## src/rtl/traffic_ctrl.sv

```systemverilog
// Two-way intersection traffic-light controller with per-road seconds-remaining
// counters and a night-mode flashing-yellow override, advanced by a 1 Hz tick.
`timescale 1ns/1ps
module traffic_ctrl #(
  parameter int T_MG = 25,
  parameter int T_MY = 3,
  parameter int T_SG = 20,
  parameter int T_SY = 3
) (
  input  logic       clk,
  input  logic       rst,
  input  logic       tick,
  input  logic       night,
  output logic       main_r,
  output logic       main_y,
  output logic       main_g,
  output logic       side_r,
  output logic       side_y,
  output logic       side_g,
  output logic [5:0] main_cnt,
  output logic [5:0] side_cnt
);

  typedef enum logic [2:0] {
    MG_SR = 3'd0,
    MY_SR = 3'd1,
    MR_SG = 3'd2,
    MR_SY = 3'd3,
    FLASH = 3'd4
  } state_t;

  // Phase durations, i.e. the value each counter is loaded with on entering a phase.
  localparam logic [5:0] LD_MG = 6'(T_MG);
  localparam logic [5:0] LD_MY = 6'(T_MY);
  localparam logic [5:0] LD_MR = 6'(T_SG + T_SY);
  localparam logic [5:0] LD_SR = 6'(T_MG + T_MY);
  localparam logic [5:0] LD_SG = 6'(T_SG);
  localparam logic [5:0] LD_SY = 6'(T_SY);

  state_t     state, state_d;
  logic [5:0] main_d, side_d;
  logic       blink, blink_d;

  // NOTE: sequential state uses non-blocking assignments so every register
  // samples the pre-edge values of the others, independent of statement order.
  always_ff @(posedge clk) begin
    if (rst) begin
      state    <= MG_SR;
      main_cnt <= LD_MG;
      side_cnt <= LD_SR;
      blink    <= 1'b0;
    end else begin
      state    <= state_d;
      main_cnt <= main_d;
      side_cnt <= side_d;
      blink    <= blink_d;
    end
  end

  // NOTE: every variable gets a hold default first so no path leaves it
  // unassigned, which would otherwise infer a latch.
  always_comb begin
    state_d = state;
    main_d  = main_cnt;
    side_d  = side_cnt;
    blink_d = blink;
    if (tick) begin
      if (state == FLASH) begin
        if (night) begin
          blink_d = ~blink;
        end else begin
          state_d = MG_SR;
          main_d  = LD_MG;
          side_d  = LD_SR;
          blink_d = 1'b0;
        end
      end else if (night) begin
        state_d = FLASH;
        main_d  = 6'd0;
        side_d  = 6'd0;
        blink_d = 1'b1;
      end else begin
        main_d = main_cnt - 6'd1;
        side_d = side_cnt - 6'd1;
        // The road whose lamp changes reads 1 on the tick that ends its phase.
        case (state)
          MG_SR: if (main_cnt == 6'd1) begin
            state_d = MY_SR;
            main_d  = LD_MY;
          end
          MY_SR: if (main_cnt == 6'd1) begin
            state_d = MR_SG;
            main_d  = LD_MR;
            side_d  = LD_SG;
          end
          MR_SG: if (side_cnt == 6'd1) begin
            state_d = MR_SY;
            side_d  = LD_SY;
          end
          MR_SY: if (main_cnt == 6'd1) begin
            state_d = MG_SR;
            main_d  = LD_MG;
            side_d  = LD_SR;
          end
          default: ;
        endcase
      end
    end
  end

  // Lamps are a pure decode of the registered state and blink bit.
  always_comb begin
    main_r = 1'b0;
    main_y = 1'b0;
    main_g = 1'b0;
    side_r = 1'b0;
    side_y = 1'b0;
    side_g = 1'b0;
    case (state)
      MG_SR: begin main_g = 1'b1; side_r = 1'b1; end
      MY_SR: begin main_y = 1'b1; side_r = 1'b1; end
      MR_SG: begin main_r = 1'b1; side_g = 1'b1; end
      MR_SY: begin main_r = 1'b1; side_y = 1'b1; end
      FLASH: begin main_y = blink; side_y = blink; end
      default: ;
    endcase
  end

endmodule

```

## config.mk

```make
export PLATFORM = sky130hd
export DESIGN_NAME = traffic_ctrl
export DESIGN_NICKNAME = d
export VERILOG_FILES = /design/src/rtl/traffic_ctrl.sv
export SDC_FILE = /design/constraint.sdc
export NUM_CORES = 1
export LEC_CHECK = 0
export ABC_CLOCK_PERIOD_IN_PS = 4200
export BUFFER_PORTS_ARGS = -buffer_cell sky130_fd_sc_hd__buf_2
export CORE_MARGIN = 10
export CORE_UTILIZATION = 58
export DETAILED_ROUTE_END_ITERATION = 10
export GPL_TIMING_DRIVEN = 0
export PLACE_DENSITY = 0.86
export SLEW_MARGIN = 0
export SYNTH_ARGS = -nofsm -noshare
export SYNTH_HDL_FRONTEND = slang
export SYNTH_SLANG_ARGS = --single-unit
export TNS_END_PERCENT = 5
```

## constraint.sdc

```tcl
create_clock -name clk -period 4.2 [get_ports clk]
set_input_delay 0.21 -clock clk [delete_from_list [all_inputs] [get_ports clk]]
set_output_delay 0.21 -clock clk [all_outputs]
set_load 0.01 [all_outputs]
```

==> summary.txt <==
Synth area leader = dfxtp_1
placed inst area = 1306 um2
synthesized net count = 163
DP Wirelength = 2521 um
CTS root buffer = clkbuf_4
post-route cell area = 1343 um2
1st-iter DRT viols = 92
P&R area growth vs syn = 14.51%
Slew @ Worst Pin = 0.5201 ns
register bit total from synthesis = 16
top post-synthesis cells by area = dfxtp_1, a21oi_1, o21ai_0
# hold bufs at CTS = 0
WP data arrival = 2.28 ns
Place WS = 2.106 ns
Worst-path clk slew = 0.10 ns
Die Wd = 64.96 um
initial antenna violation count = 0
Req. time, crit path = 4.38 ns
synthesized instance count = 155
DIE HEIGHT = 64.96 um
min-delay worst type = input pin to flop
detailed-route wire length = 3400 um
Mapped Area = 1172 um2
share of the synthesized area in the top cell type = 27.32%
Routed WL per cell = 16.50 um
critical path startpoint category = flop
CTS tree = done
Final nets = 188
# diodes = 0
syn avg cell area = 7.564 um2
Vias = 1310
critical-path maximum fanout = 8
first-pass GRT wire length = 5630 um
gr ovfl total = 0
min Tclk post-route = 2.098 ns
setup TNS = 0 ns
vias per std cell = 6.359
num ports = 22
Routed Antenna Nets = 0
vias in the first global route = 1238
Initial DRT Pass Iterations = 4
H-tree Lvls = 1
Max-Cap Viols = 0
largest net degree at the start of global routing = 11
final hold vios = 0
clock sink total = 16
count of different cell masters after synthesis = 50
RSZ-0062 raised after global routing = false
Synth Flop Type = dfxtp_1
Final Max Slew Viols = 0
crit path kind = flop to flop
Final Cycle Share = 49.96%
gr usage total = 15.97%
number of synthesized flops with an enable pin = 0
latest clock arrival within the worst-skew pair = 0.29 ns
buffer count from post-CTS setup fixing = 0
# setup viols final = 0
Setup WS post-layout = 2.102 ns
drt drc = 0
status = finished, final reports clean
# rows = 16
Placed Cells = 202
yosys warns = 0
layout cells sized above 1 = 18.44%
Max Freq = 476.6 MHz
Async SR Flop Fraction = 0%
Initial Util = 60.37%
Longest Clk Path Bufs = 2
Die ar. = 4220 um2
Worst setup EP type = flop
Non-Filler Instances = 206
Final Skew = 0.001622 ns
Rel. slew slack = 65.32%
VDD IR max = 0.2023 mV
post-CTS sizing = 0
Filler cells = 172
core box area = 1942 um2
Leak Pwr = 0.5492 nW
sequential share of the synthesized area = 27.32%
power density cells = 280.1 nW/um2
global placement routability congestion = 0.9727
port bufs = 20
CTS Buf Count = 3
-- flip-flops by register name, summed over array words and instances, names as in the netlist --
name and cells:
main_cnt 6, side_cnt 6, state 3, blink 1
-- per-stage QoR --
| stage | power (mW) | hold slack, ns | utilization, % |
|---|---|---|---|
| 2_1_floorplan | 0.2426 | 0.3143 | - |
| 3_3_place_gp | 0.2694 | 0.4979 | 67.27 |
| 3_5_place_dp | 0.2725 | 0.5155 | 67.27 |
| 4_1_cts | 0.3782 | 0.2268 | 69.14 |
| 5_1_grt | 0.3986 | 0.2465 | 69.14 |
| 6_report | 0.3761 | 0.2305 | 69.14 |
-- cells in the mapped netlist, types with 2 or more instances --
master / count
a211oi_1: 4
a21oi_1: 14
a22o_1: 2
a31oi_1: 2
clkbuf_1: 7
dfxtp_1: 16
ha_1: 4
inv_1: 8
mux2i_1: 3
nand2_1: 10
nand2b_1: 5
nand3_1: 4
nor2_1: 13
nor2b_1: 3
nor3_1: 4
nor3b_1: 2
o211ai_1: 3
o21ai_0: 13
o21ai_2: 2
or3_1: 3
or3b_1: 2
xor2_1: 3
-- metal layers --
| layer | track usage, % | share of wire, % | vias up |
|---|---|---|---|
| li1 | - | - | 616 |
| met1 | 19.02 | 41 | 598 |
| met2 | 26.48 | 47 | 82 |
| met3 | 3.780 | 9.6 | 14 |
| met4 | 7.219 | 2.6 | 0 |
| met5 | 0 | 0 | - |
-- critical path: stages (launching register included) --
cell      delay [ns]
dfxtp_1         0.50
ha_1            0.19
or4b_4          0.50
or2_4           0.29
o21ai_2         0.12
a21oi_1         0.05
a2111o_1        0.34
-- power by group --
group	switching (mW)	leakage [nW]	total, mW	internal, mW
sequential	0.0143	0.132	0.176	0.161
clock	0.0517	0.0210	0.104	0.0528
combinational	0.0565	0.397	0.0961	0.0396
total	0.123	0.549	0.376	0.254
-- kinds of logic (layout without fill, tap and decap cells) --
logic type      Yosys count  in the layout  synth area share (%)
simple gates             60             60                 29.14
compound gates           52             52                 28.50
flops                    16             16                 27.32
buf+inv                  16             40                 5.230
fa+ha+maj                 4              4                 4.269
xor+xnor                  4              4                 2.989
mux                       3              3                 2.561
-- path summary, 6_finish.rpt --
kind	startpoint	to	slack, ns	depth (start not counted)
setup / recovery	main_cnt[0]	main_cnt[3]	2.10	6
hold / removal	rst	side_cnt[4]	0.23	2
setup reg to reg	main_cnt[0]	main_cnt[3]	2.10	6
hold reg to reg	blink	blink	0.54	1
-- final cells by class --
class / instances / area, um2 / share of cell area [%]
timing repair buffer: 20 / 100.1 / 7.456
multi-input combinational: 123 / 790.8 / 58.90
clock buffer: 4 / 36.28 / 2.703
inverter: 8 / 30.03 / 2.237
buffer: 8 / 31.28 / 2.330
sequential: 16 / 320.3 / 23.86
tap: 27 / 33.78 / 2.516
-- layout by cell type (no fill, tap or decap), drive strengths merged, types with 2 or more instances in the layout --
master  synthesis  final
mux2i           3      3
or3b            2      2
buf             1     21
a22o            2      2
a21oi          14     14
nor2b           3      3
ha              4      4
nand2          10     10
clkbuf          7     11
o211ai          3      3
inv             8      8
a211oi          4      4
nor3            5      5
o21ai          16     16
dfxtp          16     16
xor2            3      3
nor2           13     13
or2             3      3
nand2b          5      5
a31oi           2      2
nor3b           2      2
nand3           4      4
or3             3      3
nor4            2      2
No activity file was read; power rests on OpenSTA's default activity.
